$ cat src/rtl/game_pkg.sv
// rtl/game_pkg.sv - shared state encodings and widths for the game control blocks
// Purpose : common typedefs and constants used by the player-life controller.
// Contents: state_t (ST_IDLE/ST_PLAY/ST_INVUL/ST_OVER), DEF_LIFE_W.
package game_pkg;

  typedef enum logic [1:0] {
    ST_IDLE  = 2'd0,
    ST_PLAY  = 2'd1,
    ST_INVUL = 2'd2,
    ST_OVER  = 2'd3
  } state_t;

  localparam int DEF_LIFE_W = 3;

endpackage

$ cat src/rtl/edge_rise.sv
// rtl/edge_rise.sv - 1-bit rising-edge detector
// Purpose : flags the cycle in which din is high but was low on the previous edge.
// Ports   : clk   in  clock
//           rst_n in  asynchronous active-low reset
//           din   in  level input
//           rise  out din & ~din_delayed (combinational from the registered history)
module edge_rise (
  input  logic clk,
  input  logic rst_n,
  input  logic din,
  output logic rise
);

  logic din_d;

  always_ff @(posedge clk or negedge rst_n) begin
    if (!rst_n) begin
      din_d <= 1'b0;
    end else begin
      din_d <= din;
    end
  end

  assign rise = din & ~din_d;

endmodule

$ cat src/rtl/reimu_life_ctrl.sv
// rtl/reimu_life_ctrl.sv - player lives, respawn, invulnerability and game-over control
// Purpose : accepts hits from the collision stage, decrements lives, requests respawn,
//           runs a blinking invulnerability window and declares game over.
// Ports   : clk22     in  game tick clock
//           rst_n     in  asynchronous active-low reset
//           start     in  pulse, begin new game (IDLE/OVER only)
//           pause     in  level, freezes timers and ignores hits
//           shot      in  level, player overlapped by an enemy bullet
//           lives     out remaining lives
//           invul     out invulnerability window active
//           visible   out sprite draw enable (blinks while invulnerable)
//           respawn   out single-cycle request to return the player to spawn
//           game_over out high in OVER
//           hit_count out accepted hits this game, saturating at 255
//           state     out IDLE=0, PLAY=1, INVUL=2, OVER=3
module reimu_life_ctrl
  import game_pkg::*;
#(
  parameter int INIT_LIVES  = 3,
  parameter int LIFE_W      = DEF_LIFE_W,
  parameter int INV_TICKS   = 48,
  parameter int BLINK_TICKS = 4
) (
  input  logic              clk22,
  input  logic              rst_n,
  input  logic              start,
  input  logic              pause,
  input  logic              shot,
  output logic [LIFE_W-1:0] lives,
  output logic              invul,
  output logic              visible,
  output logic              respawn,
  output logic              game_over,
  output logic [7:0]        hit_count,
  output logic [1:0]        state
);

  localparam int INV_W   = $clog2(INV_TICKS);
  localparam int BLINK_W = (BLINK_TICKS > 1) ? $clog2(BLINK_TICKS) : 1;

  localparam logic [INV_W-1:0]   INV_LOAD   = INV_W'(INV_TICKS - 1);
  localparam logic [BLINK_W-1:0] BLINK_LOAD = BLINK_W'(BLINK_TICKS - 1);
  localparam logic [LIFE_W-1:0]  LIVES_INIT = LIFE_W'(INIT_LIVES);
  localparam logic [LIFE_W-1:0]  LIFE_ONE   = LIFE_W'(1);

  state_t               state_q, state_n;
  logic [LIFE_W-1:0]    lives_n;
  logic                 invul_n, visible_n, respawn_n, game_over_n;
  logic [7:0]           hit_count_n;
  logic [INV_W-1:0]     inv_cnt, inv_cnt_n;
  logic [BLINK_W-1:0]   blink_cnt, blink_cnt_n;
  logic                 hit;

  // shot history keeps updating during pause, so an edge arriving while
  // paused is consumed rather than deferred to the unpaused cycle.
  edge_rise u_shot_edge (
    .clk  (clk22),
    .rst_n(rst_n),
    .din  (shot),
    .rise (hit)
  );

  always_ff @(posedge clk22 or negedge rst_n) begin
    if (!rst_n) begin
      state_q   <= ST_IDLE;
      lives     <= '0;
      invul     <= 1'b0;
      visible   <= 1'b0;
      respawn   <= 1'b0;
      game_over <= 1'b0;
      hit_count <= 8'd0;
      inv_cnt   <= '0;
      blink_cnt <= '0;
    end else begin
      state_q   <= state_n;
      lives     <= lives_n;
      invul     <= invul_n;
      visible   <= visible_n;
      respawn   <= respawn_n;
      game_over <= game_over_n;
      hit_count <= hit_count_n;
      inv_cnt   <= inv_cnt_n;
      blink_cnt <= blink_cnt_n;
    end
  end

  always_comb begin
    state_n     = state_q;
    lives_n     = lives;
    invul_n     = invul;
    visible_n   = visible;
    respawn_n   = 1'b0;
    game_over_n = game_over;
    hit_count_n = hit_count;
    inv_cnt_n   = inv_cnt;
    blink_cnt_n = blink_cnt;

    unique case (state_q)
      ST_IDLE, ST_OVER: begin
        // start has priority; a coincident hit is simply dropped
        if (start) begin
          state_n     = ST_PLAY;
          lives_n     = LIVES_INIT;
          hit_count_n = 8'd0;
          game_over_n = 1'b0;
          invul_n     = 1'b0;
          visible_n   = 1'b1;
          respawn_n   = 1'b1;
        end
      end

      ST_PLAY: begin
        if (hit && !pause) begin
          if (hit_count != 8'hFF) begin
            hit_count_n = hit_count + 8'd1;
          end
          visible_n = 1'b0;
          if (lives == LIFE_ONE) begin
            lives_n     = '0;
            state_n     = ST_OVER;
            game_over_n = 1'b1;
          end else begin
            lives_n     = lives - LIFE_ONE;
            state_n     = ST_INVUL;
            invul_n     = 1'b1;
            inv_cnt_n   = INV_LOAD;
            blink_cnt_n = BLINK_LOAD;
            respawn_n   = 1'b1;
          end
        end
      end

      ST_INVUL: begin
        if (!pause) begin
          if (inv_cnt == '0) begin
            state_n   = ST_PLAY;
            invul_n   = 1'b0;
            visible_n = 1'b1;
          end else begin
            inv_cnt_n = inv_cnt - INV_W'(1);
            if (blink_cnt == '0) begin
              visible_n   = ~visible;
              blink_cnt_n = BLINK_LOAD;
            end else begin
              blink_cnt_n = blink_cnt - BLINK_W'(1);
            end
          end
        end
      end

      default: state_n = ST_IDLE;
    endcase
  end

  assign state = state_q;

endmodule

$ cat config.mk
export PLATFORM = sky130hd
export DESIGN_NAME = reimu_life_ctrl
export DESIGN_NICKNAME = d
export VERILOG_FILES = /design/src/rtl/game_pkg.sv /design/src/rtl/edge_rise.sv /design/src/rtl/reimu_life_ctrl.sv
export SDC_FILE = /design/constraint.sdc
export NUM_CORES = 1
export LEC_CHECK = 0
export CORE_MARGIN = 2
export CORE_UTILIZATION = 50
export DETAILED_ROUTE_END_ITERATION = 7
export GPL_ROUTABILITY_DRIVEN = 0
export GPL_TIMING_DRIVEN = 0
export HOLD_SLACK_MARGIN = 0.12
export PLACE_DENSITY = 0.82
export SYNTH_ARGS = -nofsm -noshare
export SYNTH_HDL_FRONTEND = slang
export SYNTH_SLANG_ARGS = --single-unit
$ cat constraint.sdc
create_clock -name clk22 -period 2.7 [get_ports clk22]
set_input_delay 0.27 -clock clk22 [delete_from_list [all_inputs] [get_ports clk22]]
set_output_delay 0.27 -clock clk22 [all_outputs]
set_load 0.02 [all_outputs]
==> results.yml, run 1 <==
logic_synthesis:
  synth_top_family_by_area: "compound AO/OA/AOI/OAI gates"
  synth.area.mux_share: 0.0380
  synthSimpleGateAreaFrac: 0.174
  synth_ff_type: "dfrtp_1"
  synth_area_sq_mm: 0.00158
  syn_nets: 177
  yosysUniqueCellTypes: 48
  netlist_instances: 163
  synth_compound_area_frac: 0.253
  synth_adder_area_share: 0.0713
  synth-edff-count: 0
  synthXorXnorAreaFrac: 0.00554
  ys_ff_latch: 26
  avgSynthCellArea_sq_um: 9.69
  ys_seq_area_frac: 0.412
  async_flop_share: 1.00
  ys_warn_count: 0
setup_path:
  r2r_slack_ns: 0.55
  r2r-start: "state[0]"
  cp_cell_sequence: "inv_1 -> ha_1 -> clkbuf_1 -> nand2b_1 -> o21ai_1 -> or4_1 -> o221a_2"
  crit_type: "reg2reg"
  critPathTopFamily: "simple AND/OR/NAND/NOR gates"
  cp_max_fo: 9
  end_kind: "flop"
  crit_buf_inv: 2
  timing.rr.end: "hit_count[5]"
  reg2reg_depth: 7
  cp-start-kind: "flop"
  slowest_delay_ns: 0.55
  cp_slowest_cell: "or4_1"
  required_ns: 2.93
  arrival_ns: 2.38
die:
  die_width_um: 60.2
  core_sq_mm: 0.00303
  dieArea_sq_mm: 0.00363
  start_util: 0.522
  boundaryPins: 22
  row_count: 20
  die_y_um: 60.2
routing:
  drt_iter0_drc: 51
  drt_wl_total_um: 3440
  wire_per_inst_um: 14.8
  ant_nets: 0
  num_vias: 1383
  drtPass1Iterations: 4
  viasPerCell: 5.96
  route.detailed.drc: 0
grt:
  antenna_found_initial: 0
  grt_pass1_wl_um: 5830
  grt_max_degree: 27
  grt_pass1_vias: 1315
  globalRoute.totalOverflow: 0
  grt_usage: 0.212
cts:
  clockBufferDepth: 2
  clk_latency_ns: 0.32
  cts_resized: 0
  path_clk_slew_ns: 0.14
  cts_tree: "done"
  h-tree-depth: 1
  post-cts-setup-buffer-count: 0
  cts_buffers: 3
  hold_buffers: 0
  cts_num_sinks: 26
  ctsRootBufferMaster: "clkbuf_4"
place:
  port_buffers: 21
  post-place-cells: 228
  hpwl_um: 2510
sta:
  final.setup.tns_ns: 0
  rsz0062_at_grt: "no"
  slew_headroom: 0.227
  worst_pin_slew_ns: 1.16
  finalHoldViolCount: 0
  finalSetupViolCount: 0
  fin_crit_ns: 2.15
  post-route-period-util: 0.797
  finalMaxSlewViolations: 0
  fmax_ghz: 0.465
  clock_skew_ns: 0.00474
power:
  ir_worst_vdd_mv: 0.421
  pwr_density_cell_mw_per_mm2: 982
  p_leak_nw: 0.789
min_path:
  hold_end: "u_shot_edge.din_d"
  worstHoldPathType: "in2reg"
  min-delay-start: "shot"
  hold_depth: 1
run:
  maxCapViolations: 0
outcome:
  status: "finished, final reports clean"
layout:
  layout_common_cells: "26 x dfrtp_1, 21 x clkdlybuf4s50_1, 13 x nor2_1"
  fin_cells: 232
  area_delta_synth_final_pct: 19.1
  fin_nets: 203
  drive_above_1_share: 0.0851
  final_common_cell: "dfrtp_1"
  seq_area_sq_um: 651
  nFillCells: 265
  multi_input_area_sq_um: 857
  antenna_cells: 0
[synth_stat cells, drive strengths merged, types with 2 or more instances]
library cell  count  area share
a21oi            12       0.040
a22o              2       0.011
a22oi             2      0.0095
a31oi             5       0.020
a41oi             2       0.011
and3              2      0.0079
clkbuf            5       0.012
dfrtp            26        0.41
ha                9       0.071
inv              13       0.031
mux2i             6       0.038
nand2             7       0.017
nand2b            5       0.020
nand3             4       0.013
nand4             5       0.020
nor2             13       0.031
nor2b             3       0.012
nor3              4       0.013
nor3b             2       0.013
o21a              2       0.014
o21ai             8       0.030
o221a             4       0.029
o31ai             4       0.019
or3b              2       0.013
[cells by family (layout without fill, tap and decap cells)]
family                     after synthesis  in the layout
adders and majority gates                9              9
DFF                                     26             26
and+or+nand+nor                         51             51
xor gates and xnor gates                 1              1
AOI/OAI and AO/OA                       51             51
buffers and inverters                   19             44
muxes                                    6              6
[per-layer routing]
metal	vias up	track usage	wire (um)
li1	657	-	-
met1	678	0.274	1570
met2	42	0.349	1690
met3	6	0.0390	132
met4	0	0.0794	49
met5	-	0	0
[cell type report]
class                   instances  share of cell area
flip-flops and latches         26               0.346
plain buffers                   6              0.0126
repair buffers                 21               0.112
multi-input cells             118               0.455
inverters                      13              0.0259
well taps                      44              0.0293
clock buffers                   4              0.0193
[flip-flops by register name, indices dropped and copies added, names as in the netlist]
name               flops
inv_cnt                6
hit_count              8
game_over              1
invul                  1
blink_cnt              2
lives                  3
respawn                1
state                  2
visible                1
u_shot_edge.din_d      1
[stage by stage]
step	total power (W)	hold slack (ns)	utilization	cell area, sq um	worst slack [ns]
after global routing	0.00199	0.420	0.621	1880	0.391
after detailed placement	0.00164	0.505	0.610	1850	0.399
final	0.00185	0.416	0.621	1880	0.548
after global placement	0.00160	0.488	0.610	1850	0.421
after floorplan	0.00132	-0.0256	-	1580	0.647
after CTS	0.00185	0.406	0.621	1880	0.557
[worst max-delay path by stage]
stage	from	end	slack [ns]	depth (start not counted)
after global routing	state[0]	hit_count[4]	0.39	8
after CTS	state[0]	hit_count[5]	0.56	7
after detailed placement	pause	hit_count[5]	0.40	5
after floorplan	state[0]	hit_count[5]	0.65	7
final	state[0]	hit_count[5]	0.55	7
after global placement	pause	hit_count[5]	0.42	5
[power breakdown]
part	total (W)	internal (W)	switching, W	leakage (nW)
Sequential	0.000594	0.000496	0.0000978	0.304
Clock	0.000200	0.0000825	0.000118	0.0210
Combinational	0.00105	0.000416	0.000638	0.464
Note: power is estimated with default switching activity, not from simulation.
==> run 2, diff against run 1 <==
- CORE_UTILIZATION: 50 -> 49
- PLACE_DENSITY: 0.82 -> 0.84
- clock period: 2.7 -> 1.95 ns (I/O delays scaled with it)
==> run 2 against run 1 <==
Against the previous run:
- the flow now finishes with violations (negative setup slack)
- die area grew 1.9%
- global-route usage grew 5.3 points
- register-to-register slack lost 0.58 ns
- clock power grew 39%
==> results.yml, run 2 (same netlist as run 1, synthesis figures left out) <==
outcome:
  status: "complete, but fails checks"
  violations: "negative setup slack"
power:
  pwr_density_cell_mw_per_mm2: 1430
  p_sw_frac: 0.459
  ir_worst_vdd_mv: 0.844
  p_clk_frac: 0.095
  power_frac_comb: 0.620
  p_total_w: 0.00295
  p_switching_w: 0.00135
  p_int_w: 0.00159
  power_frac_seq: 0.285
  p_leak_nw: 0.864
sta:
  rsz0062_at_grt: "yes"
  finalMaxSlewViolations: 0
  finalSetupViolCount: 1
  fin_crit_ns: 1.98
  slew_headroom: 0.224
  setup_ws_ns: -0.0294
  clock_skew_ns: 0.00969
  worst_pin_slew_ns: 1.16
  fmax_ghz: 0.505
  finalHoldViolCount: 0
  post-route-period-util: 1.02
cts:
  ctsRootBufferMaster: "clkbuf_4"
  clk_latency_ns: 0.34
  cts_num_sinks: 26
  clockBufferDepth: 2
  path_clk_slew_ns: 0.14
  cts_tree: "done"
  h-tree-depth: 1
  cts_buffers: 3
routing:
  viasPerCell: 6.25
  drt_iter0_drc: 162
  ant_nets: 0
  drt_wl_total_um: 4340
  route.detailed.drc: 0
  wire_per_inst_um: 17.7
  drtPass1Iterations: 5
  num_vias: 1531
layout:
  fin_nets: 216
  largest_reg_flops: 8
  layout_common_cells: "24 x dfrtp_1, 21 x clkdlybuf4s50_1, 14 x buf_4"
  nFillCells: 238
  fin_cells: 245
  regMostFlops: "hit_count"
  final_common_cell: "dfrtp_1"
  antenna_cells: 0
  drive_above_1_share: 0.239
  multi_input_area_sq_um: 926
  area_delta_synth_final_pct: 30.6
  seq_area_sq_um: 653
  largestRegisters: "hit_count (8), inv_cnt (6), lives (3)"
die:
  core_sq_mm: 0.00305
  dieArea_sq_mm: 0.00370
  die_y_um: 60.8
  boundaryPins: 22
  die_width_um: 60.8
  start_util: 0.518
  row_count: 20
setup_path:
  r2r-start: "u_shot_edge.din_d"
  cp_max_fo: 9
  crit_buf_inv: 0
  reg2reg_depth: 4
  arrival_ns: 2.23
  timing.rr.end: "hit_count[5]"
  cp-start-kind: "flop"
  critPathTopFamily: "simple AND/OR/NAND/NOR gates"
  required_ns: 2.20
  end_kind: "flop"
  cp_slowest_cell: "or4_1"
  crit_type: "reg2reg"
  path_depth: 4
  slowest_delay_ns: 0.57
  r2r_slack_ns: -0.03
  critical_path.startpoint: "u_shot_edge.din_d"
  cp_cell_sequence: "nor3b_2 -> o21ai_1 -> or4_1 -> o221a_2"
place:
  post-place-cells: 228
  hpwl_um: 2700
  port_buffers: 21
min_path:
  hold_depth: 1
  min-delay-start: "shot"
  hold_end: "u_shot_edge.din_d"
  worstHoldPathType: "in2reg"
grt:
  antenna_found_initial: 0
  grt_pass1_wl_um: 7220
  grt_usage: 0.264
  globalRoute.totalOverflow: 0
  grt_max_degree: 27
  grt_pass1_vias: 1462
run:
  maxCapViolations: 0
[run 2: changes by cell type in the layout (fill, tap and decap cells not counted), sizes merged]
cell	change
buf	+13
clkbuf	-1
clkdlybuf4s15	+1
[run 2: routing by layer]
| metal | global-route usage | vias up | share of wire |
|---|---|---|---|
| met1 | 0.359 | 717 | 0.40 |
| li1 | - | 683 | - |
| met4 | 0.0714 | 0 | 0.029 |
| met2 | 0.425 | 106 | 0.48 |
| met3 | 0.0618 | 25 | 0.097 |
| met5 | 0 | - | 0 |
[run 2: worst max-delay path by stage]
stage                         to  slack [ns]
finish              hit_count[5]       -0.03
global route          inv_cnt[2]       -0.05
CTS                   inv_cnt[2]       0.009
detailed placement  hit_count[5]       -0.23
global placement    hit_count[5]       -0.23
floorplan           hit_count[5]        0.05
[run 2: through the flow]
| step | TNS (ns) | area [sq um] | hold slack (ns) | setup WS [ns] | util |
|---|---|---|---|---|---|
| final | -0.0294 | 2060 | 0.326 | -0.0294 | 0.676 |
| after global placement | -0.733 | 1860 | 0.496 | -0.230 | 0.608 |
| after detailed placement | -1.31 | 1860 | 0.498 | -0.232 | 0.608 |
| after CTS | 0 | 2020 | 0.332 | 0.00902 | 0.662 |
| after global routing | -0.190 | 2060 | 0.346 | -0.0477 | 0.676 |
| after floorplan | 0 | 1590 | -0.101 | 0.0468 | - |
[run 2: repair_timing]
| item | in CTS | in global routing |
|---|---|---|
| pin swaps | 4 | 1 |
| setup endpoints to repair | 12 | 15 |
| hold buffers | 0 | 0 |
| gates resized for setup | 10 | 11 |
| setup buffers | 12 | 1 |
| gates cloned | 1 | 0 |
[run 2: area by class of cell]
type	count	share of cell area
buffer	5	0.0121
clock buffer	4	0.0176
inverter	13	0.0237
multi-input combinational	118	0.449
sequential	26	0.317
tap	44	0.0267
timing repair buffer	35	0.155
[run 2: power groups by stage]
stage / Sequential (W) / Clock, W / Combinational, W
floorplan: 0.000918 / 0 / 0.000939
global placement: 0.000819 / 0 / 0.00143
detailed placement: 0.000834 / 0 / 0.00149
CTS: 0.000825 / 0.000289 / 0.00170
global route: 0.000855 / 0.000310 / 0.00196
finish: 0.000840 / 0.000279 / 0.00183
==> run 3, diff against run 2 <==
- CAP_MARGIN: not set -> 20
==> run 3 against run 2 <==
Against the previous run:
- register-to-register slack got worse by 0.05 ns
- sequential cell count unchanged
- clock power barely moved
- sequential share of layout area is 0.51 points lower
- largest power group unchanged
- critical path depth is 3 higher
- power increased by 1.6%
- sequential power hardly changed
- global-route usage decreased by 1.3 points
- non-clock buffer count up 2
- the run still ends with negative setup slack left
- clock skew shrank 0.00060 ns
- fmax decreased by 2.7%
- wire length up 3.6%
==> results.yml, run 3 (same netlist as run 1, synthesis figures left out) <==
outcome:
  status: "complete, but fails checks"
  violations: "negative setup slack"
layout:
  stdcell_area_sq_mm: 0.00210
  largest_reg_flops: 8
  layout_common_cells: "24 x dfrtp_1, 21 x clkdlybuf4s50_1, 15 x buf_4"
  final_common_cell: "dfrtp_1"
  fin_nets: 218
  largestRegisters: "hit_count (8), inv_cnt (6), lives (3)"
  drive_above_1_share: 0.236
  area_delta_synth_final_pct: 32.7
  antenna_cells: 0
  regMostFlops: "hit_count"
cts:
  clockBufferDepth: 2
  h-tree-depth: 1
  cts_num_sinks: 26
  path_clk_slew_ns: 0.15
  hold_buffers: 0
  clk_latency_ns: 0.33
  cts_buffers: 3
  ctsRootBufferMaster: "clkbuf_4"
  cts_tree: "done"
sta:
  slew_headroom: 0.526
  finalSetupViolCount: 3
  final.setup.tns_ns: -0.0886
  finalHoldViolCount: 0
  worst_pin_slew_ns: 0.708
  fmax_ghz: 0.492
  post-route-period-util: 1.04
  setup_ws_ns: -0.0841
  fin_crit_ns: 2.03
  clock_skew_ns: 0.00909
  rsz0062_at_grt: "yes"
  finalMaxSlewViolations: 0
die:
  die_y_um: 60.8
  die_width_um: 60.8
  row_count: 20
  core_sq_mm: 0.00305
  boundaryPins: 22
  start_util: 0.518
  dieArea_sq_mm: 0.00370
power:
  pwr_density_cell_mw_per_mm2: 1430
  p_leak_nw: 0.882
  ir_worst_vdd_mv: 0.957
routing:
  drtPass1Iterations: 5
  drt_wl_total_um: 4500
  route.detailed.drc: 0
  wire_per_inst_um: 18.2
  drt_iter0_drc: 189
  viasPerCell: 6.46
  num_vias: 1596
  ant_nets: 0
grt:
  globalRoute.totalOverflow: 0
  grt_max_degree: 16
  use_met1: 0.351
  grtUsageMet3: 0.0192
  grt.busiest_layer: "met2"
  grt_usage: 0.252
  grt_pass1_wl_um: 6900
  grt_use_met2: 0.402
  grt_pass1_vias: 1460
  antenna_found_initial: 0
setup_path:
  arrival_ns: 2.29
  timing.rr.end: "visible"
  crit_type: "reg2reg"
  required_ns: 2.20
  reg2reg_depth: 7
  end_kind: "flop"
  r2r-start: "inv_cnt[1]"
  r2r_slack_ns: -0.08
  cp-start-kind: "flop"
  cp_max_fo: 5
min_path:
  worstHoldPathType: "in2async"
place:
  hpwl_um: 2790
  pre_cts_ws_ns: -0.261
  placed_area_sq_mm: 0.00187
  port_buffers: 21
run:
  maxCapViolations: 0
## run 3: stage by stage
step	hold WS (ns)	power, W	instances	utilization
global route	0.310	0.00314	247	0.687
global placement	0.496	0.00225	228	0.608
CTS	0.291	0.00278	246	0.666
detailed placement	0.498	0.00233	229	0.613
finish	0.269	0.00300	247	0.687
floorplan	-0.101	0.00186	163	-
## run 3: layout make-up
cell class	instances	area [sq um]
fill	231	956
multi-input combinational	118	937
sequential	26	653
timing repair buffer	37	342
tap	44	55.1
inverter	13	48.8
clock buffer	4	36.3
buffer	5	25.0
## run 3: worst max-delay path by stage
stage                           from      endpoint  slack [ns]  depth (start not counted)
after floorplan             state[0]  hit_count[5]        0.05                          7
after global placement         pause  hit_count[5]       -0.23                          5
after detailed placement       pause  hit_count[5]       -0.26                          5
after CTS                   state[0]  hit_count[5]      -0.001                          6
after global routing      inv_cnt[0]       visible       -0.14                          7
final                     inv_cnt[1]       visible       -0.08                          7
## run 3: metal layers
| metal | vias up | share of wire |
|---|---|---|
| li1 | 692 | - |
| met1 | 735 | 0.40 |
| met2 | 135 | 0.46 |
| met3 | 34 | 0.095 |
| met4 | 0 | 0.042 |
| met5 | - | 0 |
## run 3: what timing repair did
item | CTS | global route
gates resized for setup | 8 | 14
pin swaps | 4 | 5
endpoints found under the setup margin | 12 | 20
endpoints found under the hold margin | 0 | 0
gates cloned | 1 | 0
buffers inserted | 13 | 1
## run 3: worst max-delay path: stages (launching register included)
cell and delay, ns:
dfrtp_1 0.43, inv_2 0.09, ha_4 0.12, or3b_4 0.37
o311a_4 0.36, buf_4 0.16, a41o_1 0.25, nor3_1 0.17
## run 3: where the power goes
group          internal (W)  switching (W)  total [W]
Sequential         0.000691       0.000152   0.000843
Clock              0.000114       0.000166   0.000281
Combinational      0.000806        0.00107    0.00187
Total               0.00161        0.00138    0.00300
